$ cat src/rtl/if_stage.sv
// Instruction-fetch stage: PC register, one-cycle IF/ID register and a RUN/HALT FSM.
// Define IF_STAGE_EXC_EN to capture misalign/bus-error flags and halt on a faulting fetch.
`ifndef PC_WIDTH
`define PC_WIDTH 32
`endif
`ifndef INSTR_WIDTH
`define INSTR_WIDTH 32
`endif

module if_stage #(
  parameter logic [`PC_WIDTH-1:0] RESET_PC = 32'h0000_0000
) (
  input  logic                    clk,
  input  logic                    rst,
  input  logic                    stall_i,
  input  logic                    redirect_i,
  input  logic [`PC_WIDTH-1:0]    redirect_pc_i,
  output logic [`PC_WIDTH-1:0]    pc_o,
  input  logic [`INSTR_WIDTH-1:0] if_bus_instr_i,
  input  logic                    if_bus_pc_misalign_i,
  input  logic                    if_bus_bus_err_i,
  output logic                    id_valid_o,
  output logic [`PC_WIDTH-1:0]    id_pc_o,
  output logic [`INSTR_WIDTH-1:0] id_instr_o,
  output logic                    id_exc_misalign_o,
  output logic                    id_exc_bus_err_o,
  output logic                    dbg_state
);

  // Handshake: a capture happens on any edge with !rst, !redirect_i, !stall_i in RUN;
  // stall_i freezes everything, redirect_i overrides stall_i and HALT.
  typedef enum logic {RUN = 1'b0, HALT = 1'b1} state_t;

  state_t                  state_q;
  logic [`PC_WIDTH-1:0]    pc_q;
  logic                    valid_q;
  logic [`PC_WIDTH-1:0]    id_pc_q;
  logic [`INSTR_WIDTH-1:0] id_instr_q;
  logic                    exc_mis_q;
  logic                    exc_berr_q;

  logic fetch_mis;
  logic fetch_berr;
  logic fetch_fault;

`ifdef IF_STAGE_EXC_EN
  assign fetch_mis  = if_bus_pc_misalign_i;
  assign fetch_berr = if_bus_bus_err_i;
`else
  logic unused_flags;
  assign unused_flags = if_bus_pc_misalign_i ^ if_bus_bus_err_i;
  assign fetch_mis    = 1'b0;
  assign fetch_berr   = 1'b0;
`endif
  assign fetch_fault = fetch_mis | fetch_berr;

  always_ff @(posedge clk) begin
    if (rst) begin
      pc_q       <= RESET_PC;
      state_q    <= RUN;
      valid_q    <= 1'b0;
      id_pc_q    <= '0;
      id_instr_q <= '0;
      exc_mis_q  <= 1'b0;
      exc_berr_q <= 1'b0;
    end else if (redirect_i) begin
      pc_q    <= redirect_pc_i;
      valid_q <= 1'b0;
      state_q <= RUN;
    end else if (!stall_i) begin
      if (state_q == RUN) begin
        valid_q    <= 1'b1;
        id_pc_q    <= pc_q;
        id_instr_q <= if_bus_instr_i;
        exc_mis_q  <= fetch_mis;
        exc_berr_q <= fetch_berr;
        // A faulting fetch parks the PC so nothing past it is fetched.
        if (fetch_fault) state_q <= HALT;
        else             pc_q    <= pc_q + `PC_WIDTH'(4);
      end else begin
        valid_q <= 1'b0;
      end
    end
  end

  assign pc_o              = pc_q;
  assign id_valid_o        = valid_q;
  assign id_pc_o           = id_pc_q;
  assign id_instr_o        = id_instr_q;
  assign id_exc_misalign_o = exc_mis_q;
  assign id_exc_bus_err_o  = exc_berr_q;
  assign dbg_state         = state_q;

endmodule

$ cat config.mk
export PLATFORM = sky130hd
export DESIGN_NAME = if_stage
export DESIGN_NICKNAME = d
export VERILOG_FILES = /design/src/rtl/if_stage.sv
export SDC_FILE = /design/constraint.sdc
export NUM_CORES = 1
export LEC_CHECK = 0
export ABC_AREA = 1
export BUFFER_PORTS_ARGS = -buffer_cell sky130_fd_sc_hd__buf_2
export CAP_MARGIN = 20
export CORE_MARGIN = 1
export CORE_UTILIZATION = 35
export DETAILED_ROUTE_END_ITERATION = 8
export SYNTH_ARGS = -nofsm -noshare
export SYNTH_HDL_FRONTEND = slang
export SYNTH_SLANG_ARGS = --single-unit
$ cat constraint.sdc
create_clock -name clk -period 2.1 [get_ports clk]
set_clock_uncertainty 0.15 [all_clocks]
set_input_delay 0.21 -clock clk [delete_from_list [all_inputs] [get_ports clk]]
set_output_delay 0.21 -clock clk [all_outputs]
set_load 0.005 [all_outputs]
==> flow_metrics.py, run 1 <==
metrics = {
    "sta": {
        "slew_viol_final": 0,
        "slew-limit-headroom": 0.659,
        "setup_tns_ns": 0,
        "setup_viol": 0,
        "post-route-period-util": 0.851,
        "fin_hold_ws_ns": 0.0121,
        "tightestPinTransition_ns": 0.510,
        "fin_crit_ns": 1.79,
        "clock.fmax_mhz": 560,
        "rsz0062_at_grt": "no",
        "hold_viol": 0,
        "finalWorstSetupSlack_ns": 0.314,
    },
    "setup_path": {
        "r2r_end": "pc_o[26]",
        "timing.rr.start": "pc_o[3]",
        "endpoint_kind": "flip-flop",
        "ff2ff_path_depth": 10,
        "critical_path_class": "reg2reg",
        "cp-start-kind": "flip-flop",
        "r2r_setup_slack_ns": 0.31,
        "crit_fanout": 6,
        "worst_ep_required_time_ns": 2.20,
        "arrival_ns": 1.88,
    },
    "global_route": {
        "grt_pass1_vias": 4568,
        "antenna_found_initial": 0,
        "met3_usage": 0.0550,
        "grtUsageMet2": 0.353,
        "grt_overflow_total": 0,
        "use_met1": 0.268,
        "grt_busiest_layer": "met2",
        "grt_usage": 0.216,
        "grt_pass1_wl_um": 22500,
        "grt_max_degree": 94,
    },
    "cts": {
        "path_clk_slew_ns": 0.07,
        "clk_path_buf_depth": 2,
        "root_buffer": "clkbuf_16",
        "postCtsSetupBuffers": 0,
        "worstSkewPairLatency_ns": 0.35,
        "cts.sinks": 97,
        "h-tree-depth": 3,
        "cts_tree": "built",
        "cts_buffers": 9,
    },
    "place": {
        "dpl.hpwl_um": 9530,
        "io_buffers": 164,
        "place_ws_ns": 0.321,
        "place_congestion": 0.833,
    },
    "power": {
        "vdd_drop_max_v": 0.000408,
        "p_leak_uw": 0.00309,
        "powerDensity_nw_per_um2": 674,
    },
    "logic_synthesis": {
        "yosys-top-cells-area": "dfxtp_1 42%, nor2_1 12%, nand2_1 8.3%, o21ai_0 6.8%, nand3_1 5.8%",
        "synth_area_per_cell_um2": 6.95,
        "yosys.area.top_type_share": 0.423,
        "synth_area_um2": 4590,
        "synth_cells": 660,
        "yosysSeqAreaShare": 0.423,
        "ys_ff_latch": 97,
        "yosys.area.top_type": "dfxtp_1",
        "ys_types": 34,
        "yosysWarningCount": 0,
    },
    "detailed_routing": {
        "drt_iter0_drc": 235,
        "via_per_inst": 4.69,
        "wl_per_cell_um": 13.7,
        "routed_wl_um": 14000,
        "drc": 0,
        "antenna_left": 0,
        "via_count": 4804,
        "drtPass1Iterations": 4,
    },
    "hold_path": {
        "worstHoldEndpoint": "pc_o[2]",
        "hold_class": "in2reg",
        "min_from": "redirect_pc_i[2]",
        "whs_path_depth": 5,
    },
    "cells_and_area": {
        "syn_to_final_growth_pct": 34.8,
        "final_nets": 918,
        "final_util": 0.486,
        "drive_above_1_share": 0.265,
        "n_antenna_cell": 0,
    },
    "outcome": {
        "outcome": "finished, final reports clean",
    },
    "die": {
        "core_um2": 12700,
        "die_area_um2": 13600,
        "std_cell_rows": 41,
        "start_util": 0.361,
        "io_pins": 170,
        "die_w_um": 116,
        "die_h_um": 116,
    },
    "job": {
        "maxCapViolCount": 0,
    },
}
## final cells by class
type | instances | area (µm²)
Multi-Input combinational cell | 451 | 2180
Fill cell | 1324 | 6540
Inverter | 79 | 297
Timing Repair Buffer | 209 | 1280
Sequential cell | 97 | 1940
Clock buffer | 10 | 229
Tap cell | 172 | 215
Clock inverter | 6 | 45.0
## timing repair
item | CTS | global route
endpoints found under the hold margin | 37 | 0
resized for setup | 0 | 0
hold buffers | 37 | 0
## synthesized netlist by cell type
cell	n
a211oi_1	9
a21oi_1	9
a221oi_1	1
a22o_1	5
a22oi_1	1
buf_2	17
buf_4	6
clkbuf_1	12
clkinv_1	1
conb_1	1
dfxtp_1	97
ha_1	1
inv_1	66
inv_2	12
nand2_1	101
nand2_2	5
nand2_4	1
nand3_1	53
nand3_2	5
nand3b_1	6
nand4_1	10
nor2_1	143
nor2_2	2
nor2_4	8
nor2_8	1
nor2b_2	1
nor3_1	10
nor3_2	3
o2111ai_1	2
o211a_1	1
o211ai_1	5
o21ai_0	62
o21ai_1	2
o31ai_1	1
## metal layers
layer	up-vias	wire, µm
met2	156	6370
li1	2489	-
met1	2136	6310
met4	0	331
met3	23	1030
met5	-	0
## worst max-delay path: stages, from the launching register on
cell	delay, ns
dfxtp_1	0.42
ha_1	0.24
nand2_2	0.09
nor2_4	0.15
nand3_2	0.17
nor2_4	0.15
nand3_1	0.09
nand2_1	0.07
nand3_1	0.06
nand2_1	0.06
inv_1	0.04
## worst max-delay path by stage
stage / startpoint / to / slack, ns / cells after the start
2_1_floorplan: pc_o[3] / pc_o[30] / 0.52 / 10
3_3_place_gp: pc_o[3] / pc_o[30] / 0.33 / 10
3_5_place_dp: pc_o[3] / pc_o[20] / 0.32 / 10
4_1_cts: pc_o[3] / pc_o[20] / 0.30 / 10
5_1_grt: pc_o[3] / pc_o[22] / 0.14 / 10
6_report: pc_o[3] / pc_o[26] / 0.31 / 10
## where the power goes
part	internal (µW)	switching, µW
logic	274	316
clock network	808	728
registers	1950	89.1
total	3030	1130
## through the flow
step	std cells	power, µW	area (µm²)
finish	1024	4170	6190
global route	1024	4390	6190
CTS	1024	4230	6190
detailed placement	971	2620	5540
global placement	971	2620	5540
floorplan	662	2360	4600
## registers in the layout (all words and copies together) (netlist names)
register    count
id_pc_o        32
id_instr_o     32
id_valid_o      1
pc_o           32
## kinds of logic after synthesis
family	count (synthesis)	synth area share
and+or+nand+nor	349	0.347
other	1	0.000817
AOI/OAI and AO/OA	98	0.123
adders and majority gates	1	0.00273
buffers and inverters	114	0.103
DFF	97	0.423
## cell usage in the layout (no fill, tap or decap), types with 6 or more instances in the layout
| cell | Yosys | layout |
|---|---|---|
| a211oi_1 | 9 | 9 |
| a21oi_1 | 9 | 9 |
| buf_2 | 17 | 164 |
| buf_4 | 6 | 6 |
| clkbuf_16 | 0 | 9 |
| dfxtp_1 | 97 | 97 |
| dlygate4sd3_1 | 0 | 37 |
| inv_1 | 66 | 65 |
| inv_2 | 12 | 13 |
| nand2_1 | 101 | 101 |
| nand3_1 | 53 | 53 |
| nand3b_1 | 6 | 6 |
| nand4_1 | 10 | 10 |
| nor2_1 | 143 | 143 |
| nor2_4 | 8 | 8 |
| nor3_1 | 10 | 10 |
| o21ai_0 | 62 | 62 |
(Power assumes the default switching activity.)
==> run 2, diff against run 1 <==
--- a/config.mk
+++ b/config.mk
@@ -7,10 +7,11 @@
 export LEC_CHECK = 0
 export ABC_AREA = 1
 export BUFFER_PORTS_ARGS = -buffer_cell sky130_fd_sc_hd__buf_2
-export CAP_MARGIN = 20
 export CORE_MARGIN = 1
 export CORE_UTILIZATION = 35
+export CTS_BUF_LIST = sky130_fd_sc_hd__clkbuf_2 sky130_fd_sc_hd__clkbuf_4 sky130_fd_sc_hd__clkbuf_8
 export DETAILED_ROUTE_END_ITERATION = 8
+export REMOVE_ABC_BUFFERS = 1
 export SYNTH_ARGS = -nofsm -noshare
 export SYNTH_HDL_FRONTEND = slang
 export SYNTH_SLANG_ARGS = --single-unit
==> run 2 against run 1 <==
Wire length grew 1.0%. Combinational power grew 3.9%. Critical endpoint is now pc_o[20]. Worst setup slack lost 0.0050 ns. Flip-flop and latch count is the same. Clock-buffer cell count grew 2. Sequential power is essentially flat. Cell area grew 1.1%.
==> flow_metrics.py, run 2 (synthesis gave the netlist of run 1 again) <==
metrics = {
    "outcome": {
        "outcome": "finished, final reports clean",
    },
    "power": {
        "p_switching_uw": 1080,
        "combPwrFrac": 0.155,
        "p_seq_frac": 0.516,
        "cell_internal_pwr_uw": 2870,
        "powerDensity_nw_per_um2": 632,
        "swShare": 0.273,
        "vdd_drop_max_v": 0.000401,
        "pwr-share-clk": 0.329,
        "p_leak_uw": 0.00312,
    },
    "detailed_routing": {
        "drt_iter0_drc": 256,
        "wl_per_cell_um": 13.7,
        "wl_met2_um": 6450,
        "drtPass1Iterations": 4,
        "via_per_inst": 4.61,
        "wl_met3_um": 945,
        "wl_met1_um": 6610,
        "via_count": 4780,
        "drc": 0,
        "antenna_left": 0,
        "routed_wl_um": 14200,
        "top_layer": "met5",
    },
    "place": {
        "io_buffers": 164,
        "place_congestion": 0.811,
        "dpl.hpwl_um": 9290,
    },
    "cts": {
        "path_clk_slew_ns": 0.10,
        "postCtsSetupBuffers": 0,
        "root_buffer": "clkbuf_8",
        "cts_buffers": 9,
        "clk_path_buf_depth": 2,
        "cts_resized": 0,
        "cts_tree": "built",
        "h-tree-depth": 3,
        "cts.sinks": 97,
        "worstSkewPairLatency_ns": 0.37,
    },
    "global_route": {
        "grt_overflow_total": 0,
        "grt_max_degree": 94,
        "grt_usage": 0.216,
        "grt_pass1_wl_um": 22600,
        "antenna_found_initial": 2,
        "grt_pass1_vias": 4535,
    },
    "die": {
        "core_um2": 12700,
        "std_cell_rows": 41,
        "io_pins": 170,
        "start_util": 0.361,
        "die_area_um2": 13600,
        "die_h_um": 116,
        "die_w_um": 116,
    },
    "cells_and_area": {
        "drive_above_1_share": 0.265,
        "final_cell_mix": "164 x buf_2, 143 x nor2_1, 101 x nand2_1, 97 x dfxtp_1, 65 x inv_1",
        "ff_latch_area_um2": 1940,
        "syn_to_final_growth_pct": 36.3,
        "multi_input_area_um2": 2180,
        "final_nets": 930,
        "final_common_cell": "buf_2",
        "n_fill_cell": 1342,
    },
    "setup_path": {
        "arrival_ns": 1.91,
        "crit_fanout": 6,
        "worst_ep_required_time_ns": 2.22,
        "cp-start-kind": "flip-flop",
        "critical_path_class": "reg2reg",
        "endpoint_kind": "flip-flop",
    },
    "sta": {
        "fin_hold_ws_ns": 0.0337,
        "setup_viol": 0,
        "rsz0062_at_grt": "no",
        "clock.fmax_mhz": 558,
        "post-route-period-util": 0.853,
        "setup_tns_ns": 0,
        "hold_viol": 0,
        "slew_viol_final": 0,
        "fin_crit_ns": 1.79,
    },
    "hold_path": {
        "hold_class": "in2reg",
    },
    "job": {
        "maxCapViolCount": 0,
    },
}
run 2: routing by layer:
| metal | up-vias | global-route usage |
|---|---|---|
| met5 | - | 0 |
| met4 | 2 | 0.0667 |
| met3 | 13 | 0.0535 |
| met2 | 131 | 0.353 |
| met1 | 2120 | 0.280 |
| li1 | 2514 | - |
run 2: what timing repair did:
| action | in CTS | in global routing |
|---|---|---|
| setup endpoints to repair | 0 | 0 |
| hold buffers | 47 | 0 |
| hold endpoints to repair | 47 | 0 |
run 2: power by group through the flow:
stage	clock network (µW)	logic, µW	registers (µW)
final	1300	613	2040
after global routing	1410	695	2060
after CTS	1340	612	2040
after detailed placement	0	544	2080
after global placement	0	541	2080
after floorplan	0	241	2080
run 2: final timing paths:
| path | start | to | slack [ns] | cells after the start |
|---|---|---|---|---|
| max | pc_o[3] | pc_o[20] | 0.31 | 10 |
| min | redirect_pc_i[7] | pc_o[7] | 0.03 | 5 |
| max reg2reg | pc_o[3] | pc_o[20] | 0.31 | 10 |
| min reg2reg | id_pc_o[7] | id_pc_o[7] | 0.33 | 2 |
run 2: worst max-delay path, stage by stage, from the launching register on:
cell and delay (ns):
dfxtp_1 0.42, ha_1 0.24, nand2_2 0.09, nor2_4 0.16, nand3_2 0.17, nor2b_2 0.20, inv_1 0.05, nand3_1 0.06
nand2_1 0.06, nand2_1 0.05, inv_1 0.03
run 2: cell type report:
cell class | instances | share of cell area
Multi-Input combinational cell | 451 | 0.349
Clock buffer | 12 | 0.0254
Clock inverter | 4 | 0.00820
Antenna cell | 1 | 0.000400
Inverter | 79 | 0.0474
Timing Repair Buffer | 221 | 0.225
Sequential cell | 97 | 0.311
Tap cell | 172 | 0.0344
run 2: metrics by stage:
stage	cell area [µm²]	std cells	total power (µW)	utilization	worst slack, ns
after CTS	6250	1036	3990	0.491	0.286
after detailed placement	5570	973	2620	0.438	0.312
after global placement	5570	973	2620	0.438	0.330
after floorplan	4420	627	2320	-	-0.401
after global routing	6250	1036	4160	0.491	0.0923
final	6250	1037	3950	0.491	0.309
==> run 3, diff against run 2 <==
--- a/config.mk
+++ b/config.mk
@@ -5,13 +5,13 @@
 export SDC_FILE = /design/constraint.sdc
 export NUM_CORES = 1
 export LEC_CHECK = 0
-export ABC_AREA = 1
 export BUFFER_PORTS_ARGS = -buffer_cell sky130_fd_sc_hd__buf_2
 export CORE_MARGIN = 1
 export CORE_UTILIZATION = 35
 export CTS_BUF_LIST = sky130_fd_sc_hd__clkbuf_2 sky130_fd_sc_hd__clkbuf_4 sky130_fd_sc_hd__clkbuf_8
 export DETAILED_ROUTE_END_ITERATION = 8
 export REMOVE_ABC_BUFFERS = 1
+export SETUP_SLACK_MARGIN = 0.4
 export SYNTH_ARGS = -nofsm -noshare
 export SYNTH_HDL_FRONTEND = slang
 export SYNTH_SLANG_ARGS = --single-unit
==> run 3 against run 2 <==
Global-route usage rose by 0.089 points. Register-to-register slack lost 0.20 ns. Highest routed layer is now met4. Total power is 1.7% lower. Critical endpoint is now pc_o[23]. Clock-buffer cell count unchanged. Clock power about the same. Flip-flop and latch count did not move. Via count fell by 1.5%. Combinational power up 1%.
==> flow_metrics.py, run 3 <==
metrics = {
    "power": {
        "combPwrFrac": 0.160,
        "swShare": 0.261,
        "pwr-share-clk": 0.327,
        "total_power_uw": 3880,
        "p_leak_uw": 0.00287,
        "cell_internal_pwr_uw": 2870,
        "powerDensity_nw_per_um2": 585,
        "p_seq_frac": 0.513,
        "vdd_drop_max_v": 0.000461,
        "p_switching_uw": 1010,
    },
    "sta": {
        "finalWorstSetupSlack_ns": 0.104,
        "fin_hold_ws_ns": 0.0324,
        "fin_crit_ns": 2.00,
        "post-route-period-util": 0.950,
        "rsz0062_at_grt": "yes",
        "setup_tns_ns": 0,
        "tightestPinTransition_ns": 0.521,
        "hold_viol": 0,
        "slew_viol_final": 0,
        "setup_viol": 0,
        "clock.fmax_mhz": 501,
        "slew-limit-headroom": 0.653,
    },
    "outcome": {
        "outcome": "finished, final reports clean",
    },
    "setup_path": {
        "crit_fanout": 4,
        "timing.rr.start": "pc_o[8]",
        "cp-start-kind": "flip-flop",
        "r2r_setup_slack_ns": 0.10,
        "r2r_end": "pc_o[23]",
        "critical_path_class": "reg2reg",
        "worst_ep_required_time_ns": 2.24,
        "ff2ff_path_depth": 4,
        "endpoint_kind": "flip-flop",
        "arrival_ns": 2.14,
    },
    "place": {
        "dpl.hpwl_um": 8940,
        "place_congestion": 0.870,
        "place_ws_ns": 0.0208,
        "io_buffers": 164,
        "placedInstanceArea_um2": 5370,
    },
    "logic_synthesis": {
        "yosys-top-cells-area": "dfxtp_1 47%, nand2_1 14%, a21oi_1 9.7%, clkbuf_1 2.2%, nor2_1 1.9%",
        "yosys-top-cells-count": "159 x nand2_1, 97 x dfxtp_1, 80 x a21oi_1",
        "ys_types": 51,
        "ys_ff_latch": 97,
        "yosys.area.top_type": "dfxtp_1",
        "synth_ff_type": "dfxtp_1",
        "synth.most_common_cell": "nand2_1",
        "synth_edf_count": 0,
        "async_flop_share": 0,
        "synth_cells": 528,
        "yosysWarningCount": 0,
        "yosys.area.top_type_share": 0.468,
        "yosysSeqAreaShare": 0.468,
        "synth_area_um2": 4150,
        "synth_area_per_cell_um2": 7.86,
    },
    "cts": {
        "clk_path_buf_depth": 2,
        "h-tree-depth": 3,
        "worstSkewPairLatency_ns": 0.38,
        "cts.sinks": 97,
        "cts_tree": "built",
        "cts_buffers": 9,
        "root_buffer": "clkbuf_8",
        "path_clk_slew_ns": 0.09,
    },
    "die": {
        "die_w_um": 111,
        "start_util": 0.362,
        "core_um2": 11500,
        "std_cell_rows": 39,
        "io_pins": 170,
        "die_h_um": 111,
        "die_area_um2": 12300,
    },
    "detailed_routing": {
        "via_per_inst": 5.02,
        "routed_wl_um": 13800,
        "drc": 0,
        "drt_iter0_drc": 240,
        "antenna_left": 0,
        "wl_per_cell_um": 14.7,
        "via_count": 4706,
        "drtPass1Iterations": 5,
    },
    "cells_and_area": {
        "n_antenna_cell": 0,
        "final_nets": 861,
        "final_common_cell": "buf_2",
        "final_cell_mix": "163 x buf_2, 159 x nand2_1, 80 x a21oi_1, 78 x dfxtp_1, 60 x dlygate4sd3_1",
        "syn_to_final_growth_pct": 60.0,
        "n_fill_cell": 1090,
        "fin_area_um2": 6640,
        "drive_above_1_share": 0.380,
    },
    "global_route": {
        "grt_overflow_total": 0,
        "grt_pass1_wl_um": 21600,
        "antenna_found_initial": 0,
        "grt_pass1_vias": 4377,
        "grt_usage": 0.217,
        "grt_max_degree": 52,
    },
    "hold_path": {
        "min_from": "redirect_pc_i[31]",
        "worstHoldEndpoint": "pc_o[31]",
        "hold_class": "in2reg",
        "whs_path_depth": 4,
    },
    "job": {
        "maxCapViolCount": 0,
    },
}
run 3: cell type report:
cell class,count,area (µm²),share of cell area
repair buffers,292,2020,0.304
clock inverters,3,40.0,0.00603
multi-input cells,384,2250,0.339
clock buffers,12,159,0.0239
flip-flops and latches,97,1970,0.297
inverters,6,22.5,0.00339
well taps,143,179,0.0270
run 3: logic make-up (layout without fill, tap and decap cells):
group | after synthesis | in the layout | synth area share
other cells | 1 | 3 | 0.000904
simple gates | 249 | 249 | 0.283
flops | 97 | 97 | 0.468
buf+inv | 49 | 313 | 0.0489
compound gates | 121 | 121 | 0.174
fa+ha+maj | 1 | 1 | 0.00302
xor+xnor | 7 | 7 | 0.0148
mux | 3 | 3 | 0.00724
run 3: repair_timing:
action                                  4_1_cts  5_1_grt
endpoints found under the setup margin       22       24
hold endpoints to repair                     60        0
cloned                                        0        0
hold buffers                                 60        0
pin swaps                                    14       20
buffers inserted                              6       14
resized for setup                            36       44
run 3: critical path, cell delays in order, from the launching register on:
cell,delay (ns)
dfxtp_4,0.38
nand3_4,0.09
or4_4,0.56
or4_4,0.50
a311oi_2,0.24
run 3: worst max path at each step:
stage | from | to | slack, ns | depth (start not counted)
2_1_floorplan | redirect_i | pc_o[27] | -0.70 | 4
3_3_place_gp | pc_o[16] | pc_o[25] | 0.08 | 4
3_5_place_dp | pc_o[16] | pc_o[23] | 0.02 | 4
4_1_cts | pc_o[12] | pc_o[23] | 0.14 | 4
5_1_grt | pc_o[23] | pc_o[28] | 0.07 | 5
6_report | pc_o[8] | pc_o[23] | 0.10 | 4
run 3: through the flow:
step                      cells   util
after floorplan             487      -
after global placement      842  0.468
after detailed placement    842  0.468
after CTS                   923  0.553
after global routing        937  0.579
final                       937  0.579
run 3: power by group through the flow:
| stage | clock [µW] | combinational [µW] | sequential (µW) |
|---|---|---|---|
| 2_1_floorplan | 0 | 156 | 2050 |
| 3_3_place_gp | 0 | 478 | 2020 |
| 3_5_place_dp | 0 | 489 | 2020 |
| 4_1_cts | 1310 | 584 | 1990 |
| 5_1_grt | 1390 | 680 | 2010 |
| 6_report | 1270 | 622 | 1990 |
run 3: routing by layer:
| metal | routed length [µm] | global-route usage | vias up |
|---|---|---|---|
| li1 | - | - | 2356 |
| met1 | 6050 | 0.270 | 2193 |
| met2 | 6790 | 0.372 | 134 |
| met3 | 575 | 0.0295 | 23 |
| met4 | 347 | 0.0987 | 0 |
| met5 | 0 | 0 | - |
